**src/rtl/fetch_stage_if.sv**
```systemverilog
// rtl/fetch_stage_if.sv - instruction memory req/ack bus between fetch and imem
interface fetch_stage_if;
    logic        imem_req;
    logic [31:0] imem_addr;
    logic        imem_ack;
    logic [31:0] imem_rdata;

    modport master (
        output imem_req,
        output imem_addr,
        input  imem_ack,
        input  imem_rdata
    );

    modport slave (
        input  imem_req,
        input  imem_addr,
        output imem_ack,
        output imem_rdata
    );
endinterface

```
**src/rtl/fetch_stage.sv**
```systemverilog
// rtl/fetch_stage.sv - MIPS IF stage: owns the PC, fetches over req/ack, loads IF/ID
module fetch_stage #(
    parameter logic [31:0] RESET_PC  = 32'h0000_0000,
    parameter logic [31:0] NOP_INSTR = 32'h0000_0000
) (
    input  logic                 clk,
    input  logic                 reset,
    fetch_stage_if.master        imem,
    input  logic                 stall,
    input  logic                 redirect,
    input  logic [31:0]          redirect_pc,
    output logic                 if_id_valid,
    output logic [31:0]          if_id_instr,
    output logic [31:0]          if_id_pc,
    output logic [31:0]          if_id_pcplus4
);

    typedef enum logic {S_FETCH, S_HOLD} state_t;

    state_t      state_q, state_d;
    logic [31:0] pc_q, pc_d;
    logic        discard_q, discard_d;
    logic [31:0] target_q, target_d;
    logic [31:0] buf_instr_q, buf_instr_d;
    logic [31:0] buf_pc_q, buf_pc_d;
    logic        valid_q, valid_d;
    logic [31:0] instr_q, instr_d;
    logic [31:0] idpc_q, idpc_d;
    logic [31:0] idpc4_q, idpc4_d;

    logic [31:0] redir_pc;
    logic        slot_free;
    logic        loaded;

    assign redir_pc       = redirect_pc & ~32'h3;
    assign slot_free      = !valid_q || !stall;
    assign imem.imem_req  = (state_q == S_FETCH) && !reset;
    assign imem.imem_addr = pc_q;

    assign if_id_valid    = valid_q;
    assign if_id_instr    = instr_q;
    assign if_id_pc       = idpc_q;
    assign if_id_pcplus4  = idpc4_q;

    always_comb begin
        state_d     = state_q;
        pc_d        = pc_q;
        discard_d   = discard_q;
        target_d    = target_q;
        buf_instr_d = buf_instr_q;
        buf_pc_d    = buf_pc_q;
        valid_d     = valid_q;
        instr_d     = instr_q;
        idpc_d      = idpc_q;
        idpc4_d     = idpc4_q;
        loaded      = 1'b0;

        case (state_q)
            S_FETCH: begin
                if (imem.imem_ack) begin
                    if (redirect) begin
                        pc_d      = redir_pc;
                        discard_d = 1'b0;
                    end else if (discard_q) begin
                        pc_d      = target_q;
                        discard_d = 1'b0;
                    end else if (slot_free) begin
                        loaded  = 1'b1;
                        valid_d = 1'b1;
                        instr_d = imem.imem_rdata;
                        idpc_d  = pc_q;
                        idpc4_d = pc_q + 32'd4;
                        pc_d    = pc_q + 32'd4;
                    end else begin
                        buf_instr_d = imem.imem_rdata;
                        buf_pc_d    = pc_q;
                        pc_d        = pc_q + 32'd4;
                        state_d     = S_HOLD;
                    end
                end else if (redirect) begin
                    // Request stays in flight with its address; its data is dropped on ack.
                    discard_d = 1'b1;
                    target_d  = redir_pc;
                end
            end
            S_HOLD: begin
                if (redirect) begin
                    pc_d    = redir_pc;
                    state_d = S_FETCH;
                end else if (!stall) begin
                    loaded  = 1'b1;
                    valid_d = 1'b1;
                    instr_d = buf_instr_q;
                    idpc_d  = buf_pc_q;
                    idpc4_d = buf_pc_q + 32'd4;
                    state_d = S_FETCH;
                end
            end
            default: state_d = S_FETCH;
        endcase

        // Redirect beats stall; an unstalled slot with nothing new drains to a bubble.
        if (redirect || (!loaded && !stall)) begin
            valid_d = 1'b0;
            instr_d = NOP_INSTR;
        end
    end

    always_ff @(posedge clk or posedge reset) begin
        if (reset) begin
            state_q     <= S_FETCH;
            pc_q        <= RESET_PC;
            discard_q   <= 1'b0;
            target_q    <= 32'h0;
            buf_instr_q <= 32'h0;
            buf_pc_q    <= 32'h0;
            valid_q     <= 1'b0;
            instr_q     <= NOP_INSTR;
            idpc_q      <= 32'h0;
            idpc4_q     <= 32'h0;
        end else begin
            state_q     <= state_d;
            pc_q        <= pc_d;
            discard_q   <= discard_d;
            target_q    <= target_d;
            buf_instr_q <= buf_instr_d;
            buf_pc_q    <= buf_pc_d;
            valid_q     <= valid_d;
            instr_q     <= instr_d;
            idpc_q      <= idpc_d;
            idpc4_q     <= idpc4_d;
        end
    end

endmodule
```
**src/flat_wrapper.sv**
```systemverilog
// flat-port wrapper written by rule: the top's interface ports become plain ports
module fetch_stage_flat 
#(
    parameter logic [31:0] RESET_PC  = 32'h0000_0000,
    parameter logic [31:0] NOP_INSTR = 32'h0000_0000
)
  (clk, reset, stall, redirect, redirect_pc, if_id_valid, if_id_instr, if_id_pc, if_id_pcplus4, imem_imem_req, imem_imem_addr, imem_imem_ack, imem_imem_rdata);
  fetch_stage_if imem_i ();
  input  logic clk;
  input  logic reset;
  input  logic stall;
  input  logic redirect;
  input  logic [31:0] redirect_pc;
  output logic if_id_valid;
  output logic [31:0] if_id_instr;
  output logic [31:0] if_id_pc;
  output logic [31:0] if_id_pcplus4;
  output wire logic [$bits(imem_i.imem_req)-1:0] imem_imem_req;
  output wire logic [$bits(imem_i.imem_addr)-1:0] imem_imem_addr;
  input wire logic [$bits(imem_i.imem_ack)-1:0] imem_imem_ack;
  input wire logic [$bits(imem_i.imem_rdata)-1:0] imem_imem_rdata;
  assign imem_imem_req = imem_i.imem_req;
  assign imem_imem_addr = imem_i.imem_addr;
  assign imem_i.imem_ack = imem_imem_ack;
  assign imem_i.imem_rdata = imem_imem_rdata;
  fetch_stage #(.RESET_PC(RESET_PC), .NOP_INSTR(NOP_INSTR)) u_core (.clk(clk), .reset(reset), .imem(imem_i), .stall(stall), .redirect(redirect), .redirect_pc(redirect_pc), .if_id_valid(if_id_valid), .if_id_instr(if_id_instr), .if_id_pc(if_id_pc), .if_id_pcplus4(if_id_pcplus4));
endmodule
```
**config.mk**
```make
export PLATFORM = sky130hd
export DESIGN_NAME = fetch_stage_flat
export DESIGN_NICKNAME = d
export VERILOG_FILES = /design/src/rtl/fetch_stage_if.sv /design/src/rtl/fetch_stage.sv /design/src/flat_wrapper.sv
export SDC_FILE = /design/constraint.sdc
export NUM_CORES = 1
export LEC_CHECK = 0
export CORE_ASPECT_RATIO = 0.7
export CORE_MARGIN = 10
export CORE_UTILIZATION = 46
export DETAILED_ROUTE_END_ITERATION = 8
export DONT_BUFFER_PORTS = 1
export GPL_TIMING_DRIVEN = 0
export SLEW_MARGIN = 20
export SYNTH_ARGS = -nofsm -noshare
export SYNTH_HDL_FRONTEND = slang
export SYNTH_SLANG_ARGS = --single-unit
```
**constraint.sdc**
```tcl
create_clock -name clk -period 10.4 [get_ports clk]
set_input_delay 1.04 -clock clk [delete_from_list [all_inputs] [get_ports clk]]
set_output_delay 1.04 -clock clk [all_outputs]
set_load 0.02 [all_outputs]
```
==> out/metrics.sh, run 1 <==
DRT-INITIAL-DRC-COUNT=655
TIMING.FINAL.CRIT_PERIOD_NS=3.180
ANTENNA_FOUND_INITIAL=0
LEAKAGE_POWER_uW=0.004936
SYNTH_EDF_COUNT=0
OUTCOME='complete, no violations'
FIN_CELLS=1355
DRV_CAP=0
NUM-FILL-CELLS=2110
GRT_PASS1_WL_UM=50850
GR-USAGE-ALL-LAYERS_PCT=22.07
WORST-ENDPOINT-REQUIRED_NS=9.36
GRT_SETUP_UNREPAIRED='false'
IR_DROP_mV=0.1060
WORSTHOLDPATHTYPE='primary input to async pin'
CTS.CLK_SLEW.WORST_PATHS_NS=0.06
DP.FINAL_HPWL_UM=24600
CRITICAL-PATH-TOP-CELL-BY-COUNT='clkbuf_1'
HOLDWS_NS=0.4026
SYNTH_MOST_COMMON_CELL='dfrtp_1'
TIMING.CRITICAL_PATH.FANOUT_MAX=10
POSTCTSSETUPBUFFERS=0
FINALHOLDVIOLCOUNT=0
CP-START-KIND='flip-flop'
FIN_WS_NS=7.220
YOSYS_MOST_USED_DFF='dfrtp_1'
WORSTREGTOREGCELLS=5
FINALCLOCKSKEW_NS=0.01327
HIGHEST_LAYER='met4'
ROWS=46
AREA.SEQUENTIAL_UM2=5430
YOSYSSEQAREASHARE_PCT=51.21
COUNT_OF_UNIQUE_LIBRARY_CELLS_INSTANTIATED_BY_YOSYS=54
DRIVE_ABOVE_1_SHARE_PCT=16.49
GP_ROUTABILITY_CONGESTION=0.8879
DETAIL_ROUTE.WL_PER_CELL_UM=24.67
POST_SYNTH_INST_COUNT=995
PLACE.PORT_BUFFERS=0
ANTENNA_VIOLATING_NETS_POST_ROUTE=0
ROUTE.DETAILED.VIAS_PER_INST=5.828
SYN_AREA_PER_CELL_UM2=10.66
POWER_DENSITY_nW_PER_UM2=222.1
POSTLAYOUTCELLAREA_UM2=11910
CORE-AREA_UM2=22680
FINALCRITPERIODSHARE_PCT=30.58
CTSROOTBUFFERMASTER='clkbuf_16'
DETAILROUTE.VIA_COUNT=7897
DETAIL_ROUTE.WIRELENGTH.MET1_UM=15250
DP_SLACK_NS=7.035
DRT_WL_TOTAL_UM=33420
WORST-PATH-STAGES=3
NUMBER_OF_GLOBAL_ROUTE_VIAS_BEFORE_REPAIR=7794
PLACE_INST=1314
GR-TOTAL-OVERFLOW=0
WORST-SETUP-PATH-TYPE='flip-flop to primary output'
FIRSTDRTPASSITERS=5
POSTSYNTH.ASYNCRESETSHARE_PCT=100.0
NETLIST.TOP_CELL.BY_AREA='dfrtp_1'
NUM_ANTENNA_CELLS=0
FLOORPLAN.DIE.HEIGHT_UM=147.0
LAYOUT-AREA-OVERHEAD-VS-SYNTH_PCT=12.28
CTSHOLDBUFFERS=0
DIE-WIDTH_UM=201.5
MULTI_INPUT_AREA_UM2=4815
SYNTH_COMMONEST_CELLS='dfrtp_1 (217), nand2_1 (120), o21ai_0 (94)'
CTS_BUFFERS=24
CRITPATHTOPFAMILY='buffers and inverters'
TNS_NS=0
DETAIL_ROUTE.DRC_VIOLATIONS=0
SETUP_VIOL=0
ROUTE.MET3.WL_UM=3293
CRIT_ARRIVAL_NS=2.14
CLOCK_SINKS=217
TIMING.MAX_SLEW.REL_SLACK_PCT=26.00
NUM_IO_PINS=199
MET2ROUTEDLENGTH_UM=14430
FINALMAXSLEWVIOLATIONS=0
FP.DIEAREA_UM2=29620
CTS-RESIZED-GATES=0
CELLS_ALONG_THE_CRITICAL_PATH='clkbuf_1, clkbuf_1, nor2_1'
SYNTH-SEQ-CELLS=217
PIN_COUNT_OF_THE_BIGGEST_NET_ENTERING_GLOBAL_ROUTING=77
CLOCK_TREE.BUFFER_DEPTH=3
SYNTHTOPCELLSBYAREA='dfrtp_1 (51%), mux2_2 (9.8%), mux2i_1 (7.6%)'
CLOCK_LATENCY_NS=0.52
YS_WARN_COUNT=0
CRITICAL_PATH.N_BUFFERS_INVERTERS=2
TRITONCTS='built'
HTREE_LEVELS=1
POST_DP_CELL_AREA_UM2=11080
SYNTH_TOP_CELL_AREA_SHARE_PCT=51.21
FINISH.NET_COUNT=1099
CP_SLOWEST_CELL='clkbuf_1'
END_KIND='primary output'
WORST_SLEW_PIN_SLEW_NS=1.106
SYNTHESIS.AREA_UM2=10600
WORST_PATH_LARGEST_CELL_DELAY_NS=0.54
INITIAL_CORE_UTIL_PCT=46.76
MAX_FREQ_GHz=0.3144
-- sequential cells by signal, indices dropped and copies added, names as in the netlist --
register / count
u_core.buf_instr_q: 32
u_core.if_id_instr: 32
u_core.buf_pc_q: 30
u_core.if_id_pc: 30
u_core.if_id_pcplus4: 30
u_core.imem.imem_addr: 30
u_core.target_q: 30
u_core.discard_q: 1
u_core.if_id_valid: 1
u_core.state_q: 1
-- worst paths after layout --
check	startpoint	endpoint	slack (ns)
min in group clk	u_core.target_q[31]	u_core.target_q[31]	0.50
max in group asynchronous	reset	u_core.if_id_pcplus4[28]	8.87
max reg2reg	u_core.discard_q	u_core.buf_pc_q[27]	7.59
min reg2reg	u_core.target_q[31]	u_core.target_q[31]	0.50
max	u_core.state_q	imem_imem_req	7.22
min	reset	u_core.if_id_instr[14]	0.40
-- cell usage in the layout (no fill, tap or decap), types with 5 or more instances in the layout --
master       n
conb_1       6
o21bai_1     5
xor2_1      22
nor3_1      16
o211ai_1    12
nand4_1     21
nand2b_1     6
clkbuf_8     5
dfrtp_1    217
inv_1       10
clkbuf_16   25
o22ai_1     11
o21ai_0     94
mux2i_1     80
buf_2       20
nand2_1    120
clkbuf_1    46
a21oi_1     31
nand3_1     22
xnor2_1     26
buf_4        9
nor2_1      40
a221oi_1     5
o221ai_1    13
mux2_2      92
and3_1      16
and4_1       7
-- power breakdown --
part           leakage [uW]  switching [uW]  internal [uW]
combinational       0.00181             224            193
clock              0.000409             354            548
sequential          0.00272             301           1020
total               0.00494             879           1760
-- stage by stage --
stage / total power [uW] / utilization, %
after floorplan: 1592 / -
after global placement: 1741 / 48.57
after detailed placement: 1757 / 48.84
after CTS: 2660 / 52.48
after global routing: 2773 / 52.51
final: 2644 / 52.51
-- metal layers --
layer / track usage, % / up-vias
met3: 7.887 / 29
li1: - / 3621
met2: 32.27 / 261
met1: 31.11 / 3986
met4: 3.597 / 0
met5: 0 / -
-- cells by family (layout without fill, tap and decap cells) --
kind of cell               Yosys count  after routing  synth area share, %
and+or+nand+nor                    276            276                12.78
DFF                                217            217                51.21
AOI/OAI and AO/OA                  193            193                10.84
muxes                              172            172                17.32
buffers and inverters               86            129                3.611
xor gates and xnor gates            48             48                3.965
adders and majority gates            2              2               0.2360
other                                1              6              0.03536
-- layout make-up --
cell class	count	share of cell area [%]
clock buffers	34	5.958
inverters	12	0.4414
repair buffers	2	0.4624
plain buffers	74	2.837
flip-flops and latches	217	45.61
well taps	312	3.279
clock inverters	7	0.9773
multi-input cells	697	40.44
No activity file was read; power rests on OpenSTA's default activity.
==> run 2: changes to the inputs <==
Settings changed: ABC_AREA set to 1.
Clock period 10.4 ns to 2.96 ns, I/O delays scaled along.
==> out/metrics.sh, run 2 <==
FIN_CELLS=1968
PLACE_INST=1861
TIMING.FINAL.CRIT_PERIOD_NS=2.553
CTS-RESIZED-GATES=0
PLACE.PORT_BUFFERS=0
POWER.SHARE.COMBINATIONAL_PCT=18.6
DETAIL_ROUTE.WL_PER_CELL_UM=21.72
CTS.CLK_SLEW.WORST_PATHS_NS=0.06
DRT-INITIAL-DRC-COUNT=985
DIE-WIDTH_UM=207.2
SETUP_VIOL=0
FP.DIEAREA_UM2=31290
CTSROOTBUFFERMASTER='clkbuf_16'
SYNTH_TOP_CELL_AREA_SHARE_PCT=48.13
FINALCRITPERIODSHARE_PCT=86.25
GRT_SETUP_UNREPAIRED='false'
ANTENNA_VIOLATING_NETS_POST_ROUTE=0
WORST-SETUP-PATH-TYPE='flip-flop to primary output'
SYNTHTOPCELLSBYAREA='dfrtp_1 (48%), nand2_1 (15%), o21ai_0 (6.7%)'
YOSYSSEQAREASHARE_PCT=48.13
SYNTHESIS.AREA_UM2=11280
MAX_FREQ_GHz=0.3917
HTREE_LEVELS=1
NUMBER_OF_GLOBAL_ROUTE_VIAS_BEFORE_REPAIR=9948
SYNTHADDERAREAFRAC_PCT=0.2218
SEQ_POWER_SHARE_PCT=49.4
WORST_PATH_LARGEST_CELL_DELAY_NS=0.59
NETSWITCHINGPOWER_uW=3526
CLOCK_SINKS=217
POSTCTSSETUPBUFFERS=0
MOST_COMMON_CELL_AFTER_LAYOUT_FILL_AND_TAPS_ASIDE='nand2_1'
CORE-AREA_UM2=23880
SYN_AREA_PER_CELL_UM2=7.370
TIMING.MAX_SLEW.REL_SLACK_PCT=51.65
TIMING.CRITICAL_PATH.FANOUT_MAX=10
FINAL_CELL_MIX='nand2_1 (461), dfrtp_1 (217), nor2_1 (169)'
FINALCLOCKSKEW_NS=0.01674
GR-TOTAL-OVERFLOW=0
LAYOUT-AREA-OVERHEAD-VS-SYNTH_PCT=17.70
POSTSYNTH.ASYNCRESETSHARE_PCT=100.0
POWER_DENSITY_nW_PER_UM2=715.8
DRT_WL_TOTAL_UM=42750
CLOCK_TREE.BUFFER_DEPTH=3
POST_SYNTH_INST_COUNT=1531
CELLS_ALONG_THE_CRITICAL_PATH='buf_2, buf_1, nor2_1'
FINALMAXSLEWVIOLATIONS=0
ROUTE.DETAILED.VIAS_PER_INST=5.531
SYNTH_MOST_COMMON_CELL='nand2_1'
COUNT_OF_UNIQUE_LIBRARY_CELLS_INSTANTIATED_BY_YOSYS=36
LAYOUT.CORE_UTILIZATION_PCT=55.62
SYNTH-SIMPLE-AREA-SHARE_PCT=27.84
FIRSTDRTPASSITERS=5
SYNTH_COMMONEST_CELLS='nand2_1 (461), dfrtp_1 (217), nor2_1 (169)'
CELL_INTERNAL_PWR_uW=5980
POWER.SWITCHING_FRACTION_PCT=37.09
WORSTHOLDPATHTYPE='primary input to flip-flop'
TRITONCTS='built'
SYNTH-COMPOUND-AREA-SHARE_PCT=15.15
WORST-ENDPOINT-REQUIRED_NS=2.66
CP_SLOWEST_CELL='buf_1'
SYNTH_TOP_FAMILY_BY_AREA='simple AND/OR/NAND/NOR gates'
FLOORPLAN.DIE.HEIGHT_UM=151.0
GP_ROUTABILITY_CONGESTION=0.9762
INITIAL_CORE_UTIL_PCT=47.26
NUM_IO_PINS=199
DETAILROUTE.VIA_COUNT=10890
CTS_BUFFERS=24
CLOCK_LATENCY_NS=0.53
OUTCOME='complete, no violations'
SYNTH-SEQ-CELLS=217
CTSHOLDBUFFERS=63
DP.FINAL_HPWL_UM=33360
IR_DROP_mV=0.4269
SHARE_CLK_OF_TOTAL_POWER_PCT=32.0
GR-USAGE-ALL-LAYERS_PCT=26.32
DRV_CAP=0
ANTENNA_FOUND_INITIAL=2
POST_SYNTH_XOR_AREA_FRACTION_PCT=0.9315
FINISH.NET_COUNT=1703
YS_WARN_COUNT=0
PIN_COUNT_OF_THE_BIGGEST_NET_ENTERING_GLOBAL_ROUTING=34
DETAIL_ROUTE.DRC_VIOLATIONS=0
GRT_PASS1_WL_UM=63800
ROWS=47
WORST_SLEW_PIN_SLEW_NS=0.7252
POST_SYNTH_MUX_AREA_SHARE_PCT=0
END_KIND='primary output'
SYNTH_EDF_COUNT=0
MULTI_INPUT_AREA_UM2=5004
DRIVE_ABOVE_1_SHARE_PCT=6.549
FINALHOLDVIOLCOUNT=0
AREA.SEQUENTIAL_UM2=5430
CP-START-KIND='flip-flop'
NETLIST.TOP_CELL.BY_AREA='dfrtp_1'
LEAKAGE_POWER_uW=0.006336
NUM-FILL-CELLS=2324
CRIT_ARRIVAL_NS=2.26
YOSYS_MOST_USED_DFF='dfrtp_1'
DESIGN_POWER_TOTAL_uW=9506
run 2: cell count changes in the layout (fill, tap and decap cells not counted), moves of 16 or more:
cell           delta
a31oi_1          +28
dlygate4sd3_1    +63
inv_1           +107
and3_1           -16
xnor2_1          -23
o21ai_0          +56
nor2_1          +129
mux2_2           -92
mux2i_1          -80
nand3_1          +78
nand4_1          -18
a21oi_1          +81
nand2_1         +341
run 2: kinds of logic after synthesis:
| logic type | count (synthesis) |
|---|---|
| xor+xnor | 12 |
| fa+ha+maj | 2 |
| other cells | 1 |
| simple gates | 767 |
| compound gates | 322 |
| buf+inv | 210 |
| flops | 217 |
run 2: cell type report:
cell class,count,share of cell area [%]
diodes,1,0.01884
plain buffers,87,3.062
clock buffers,39,5.559
clock inverters,4,0.4334
inverters,123,3.505
multi-input cells,1109,37.68
flip-flops and latches,217,40.89
well taps,318,2.996
repair buffers,70,5.860
run 2: stage by stage:
step	setup slack [ns]	hold slack [ns]	cell area, um^2	TNS, ns
6_report	0.4070	0.01104	13280	0
5_1_grt	0.3522	0.02007	13280	0
4_1_cts	0.4647	0.001574	13280	0
3_5_place_dp	0.6297	0.2749	11850	0
3_3_place_gp	-1.451	0.4481	11700	-307.13
2_1_floorplan	-0.1621	0.4413	11310	-35.18
run 2: critical path: cells and delay by family, from the launching register on:
kind	cells	cell delay (ns)
and+or+nand+nor	1	0.27
DFF	1	0.57
buffers and inverters	2	0.89
run 2: final timing paths:
check	from	endpoint	slack, ns	cells past startpoint
max	u_core.state_q	imem_imem_req	0.41	3
min in group asynchronous	reset	u_core.if_id_pcplus4[12]	0.33	2
max reg2reg	u_core.imem.imem_addr[2]	u_core.if_id_pcplus4[14]	0.56	8
min reg2reg	u_core.buf_instr_q[10]	u_core.buf_instr_q[10]	0.48	2
min	redirect_pc[17]	u_core.imem.imem_addr[17]	0.01	2
max in group asynchronous	reset	u_core.target_q[14]	1.18	7
run 2: power by group through the flow:
stage / Combinational (uW) / Clock [uW] / Sequential (uW)
after floorplan: 1180 / 0 / 4410
after global placement: 1590 / 0 / 4730
after detailed placement: 1650 / 0 / 4740
after CTS: 1730 / 3060 / 4690
after global routing: 1970 / 3210 / 4770
final: 1770 / 3050 / 4690
run 2: metal layers:
metal  vias to the layer above  part of all wire, %  global-route usage, %
met4                         0                  1.6                  4.729
met5                         -                    0                      0
met1                      5207                   48                  40.61
li1                       5157                    -                      -
met2                       478                   40                  35.63
met3                        43                   11                  7.118
==> run 3: changes to the inputs <==
Settings changed: CTS_CLUSTER_DIAMETER set to 80, REMOVE_ABC_BUFFERS set to 1.
==> out/metrics.sh, run 3 (synthesis results as in run 2) <==
OUTCOME='complete, no violations'
DRV_CAP=0
SHARE_CLK_OF_TOTAL_POWER_PCT=30.9
MOST_COMMON_CELL_AFTER_LAYOUT_FILL_AND_TAPS_ASIDE='nand2_1'
NUM-FILL-CELLS=2275
FINISH.NET_COUNT=1630
MULTI_INPUT_AREA_UM2=5095
FINAL_CELL_MIX='nand2_1 (460), dfrtp_1 (215), nor2_1 (169)'
GRT_SETUP_UNREPAIRED='false'
LAYOUT-AREA-OVERHEAD-VS-SYNTH_PCT=17.20
NUM_IO_PINS=199
TIMING.MAX_SLEW.REL_SLACK_PCT=36.11
WORST_SLEW_PIN_SLEW_NS=0.9553
HOLDWS_NS=0.01524
WORSTHOLDPATHTYPE='primary input to flip-flop'
DETAIL_ROUTE.WL_PER_CELL_UM=21.47
CELL_INTERNAL_PWR_uW=5785
MAX_FREQ_GHz=0.3652
DP.FINAL_HPWL_UM=26830
CTSROOTBUFFERMASTER='clkbuf_16'
CLOCK_SINKS=217
DRT_WL_TOTAL_UM=40610
GR-USAGE-ALL-LAYERS_PCT=25.03
FLOORPLAN.DIE.HEIGHT_UM=151.0
DETAILROUTE.VIA_COUNT=10460
DETAIL_ROUTE.DRC_VIOLATIONS=0
LEAKAGE_POWER_uW=0.006277
DIE-WIDTH_UM=207.2
WORST-SETUP-PATH-TYPE='flip-flop to flip-flop'
CP-START-KIND='flip-flop'
FINALHOLDVIOLCOUNT=0
GRT_PASS1_WL_UM=61600
HTREE_LEVELS=1
INITIAL_CORE_UTIL_PCT=47.26
PLACE.PORT_BUFFERS=0
POWER.SWITCHING_FRACTION_PCT=36.75
ANTENNA_FOUND_INITIAL=0
CORE-AREA_UM2=23880
DP_SLACK_NS=-1.187
DESIGN_POWER_TOTAL_uW=9146
NUMBER_OF_GLOBAL_ROUTE_VIAS_BEFORE_REPAIR=9743
GR-TOTAL-OVERFLOW=0
POWER.SHARE.COMBINATIONAL_PCT=17.6
FINALMAXSLEWVIOLATIONS=0
PIN_COUNT_OF_THE_BIGGEST_NET_ENTERING_GLOBAL_ROUTING=102
CRIT_ARRIVAL_NS=3.19
AREA.SEQUENTIAL_UM2=5435
FINALCRITPERIODSHARE_PCT=92.50
WORST-ENDPOINT-REQUIRED_NS=3.41
CLOCK_LATENCY_NS=0.53
TRITONCTS='built'
TIMING.CRITICAL_PATH.FANOUT_MAX=64
NETSWITCHINGPOWER_uW=3362
GP_ROUTABILITY_CONGESTION=0.9279
CTS_BUFFERS=23
TIMING.FINAL.CRIT_PERIOD_NS=2.738
ANTENNA_VIOLATING_NETS_POST_ROUTE=0
FIRSTDRTPASSITERS=6
SEQ_POWER_SHARE_PCT=51.5
DRIVE_ABOVE_1_SHARE_PCT=5.273
POWER_DENSITY_nW_PER_UM2=691.7
SETUP_VIOL=0
END_KIND='flip-flop'
FP.DIEAREA_UM2=31290
CTS.CLK_SLEW.WORST_PATHS_NS=0.07
CLOCK_TREE.BUFFER_DEPTH=3
NUM_ANTENNA_CELLS=0
DRT-INITIAL-DRC-COUNT=1002
POST_DP_CELL_AREA_UM2=11640
POSTLAYOUTCELLAREA_UM2=13220
FIN_WS_NS=0.2221
ROWS=47
FINALCLOCKSKEW_NS=0.02247
IR_DROP_mV=0.4007
ROUTE.DETAILED.VIAS_PER_INST=5.531
==> run 3: cell types whose count changed in the layout (fill, tap and decap cells not counted), moves of 3 or more <==
cell | previous run | this run
buf_4 | 9 | 2
dlygate4sd3_1 | 63 | 67
clkbuf_1 | 50 | 8
clkbuf_8 | 6 | 3
clkinv_2 | 0 | 3
buf_1 | 4 | 0
bufbuf_16 | 0 | 3
buf_2 | 30 | 0
buf_12 | 6 | 3
buf_16 | 1 | 8
nand3_1 | 100 | 97
==> run 3: final timing paths <==
path / from / endpoint / slack, ns / cells past startpoint
setup / recovery: u_core.state_q / u_core.if_id_pcplus4[21] / 0.22 / 12
hold / removal: redirect_pc[7] / u_core.imem.imem_addr[7] / 0.02 / 2
setup reg to reg: u_core.state_q / u_core.if_id_pcplus4[21] / 0.22 / 12
hold reg to reg: u_core.buf_instr_q[24] / u_core.buf_instr_q[24] / 0.48 / 2
max in group asynchronous: reset / u_core.discard_q / 1.77 / 3
min in group asynchronous: reset / u_core.buf_pc_q[8] / 0.29 / 2
==> run 3: layout make-up <==
cell class	instances	area share, %
well taps	318	3.009
clock inverters	6	0.4731
repair buffers	84	8.128
flip-flops and latches	217	41.10
inverters	123	3.870
multi-input cells	1110	38.53
clock buffers	34	4.892
==> run 3: per-layer routing <==
| metal | vias up | wire [um] | track usage, % |
|---|---|---|---|
| li1 | 5023 | - | - |
| met1 | 4987 | 18810 | 35.83 |
| met2 | 421 | 17180 | 36.75 |
| met3 | 33 | 4159 | 8.249 |
| met4 | 0 | 470 | 3.419 |
| met5 | - | 0 | 0 |
==> run 3: worst max-delay path, stage by stage (launching register included) <==
cell and delay [ns]:
dfrtp_4 0.51, buf_12 0.20, clkinv_16 0.17, buf_16 0.21
nand2_8 0.20, inv_2 0.15, nand3_4 0.16, nand2_8 0.16
buf_16 0.23, inv_16 0.12, a31oi_1 0.19, nand3b_1 0.15
nand2_1 0.08
==> run 3: power groups by stage <==
stage	Combinational [uW]	Clock (uW)	Sequential, uW
final	1610	2830	4710
after global routing	1840	3010	4780
after CTS	1600	2880	4700
after detailed placement	1470	0	4760
after global placement	1390	0	4750
after floorplan	1110	0	4430
==> run 3: timing repair <==
action                                 CTS  global route
resized for setup                       10             3
hold buffers                            66             1
endpoints found under the hold margin  137             1
cloned                                   4             0
setup buffers                            2             1
pin swaps                                2             0
setup endpoints to repair               94             2
==> run 3: through the flow <==
stage	instances	util, %	setup TNS, ns
2_1_floorplan	1449	-	-943.95
3_3_place_gp	1767	47.30	-2202.95
3_5_place_dp	1778	48.75	-73.67
4_1_cts	1890	55.22	0
5_1_grt	1892	55.39	0
6_report	1892	55.39	0
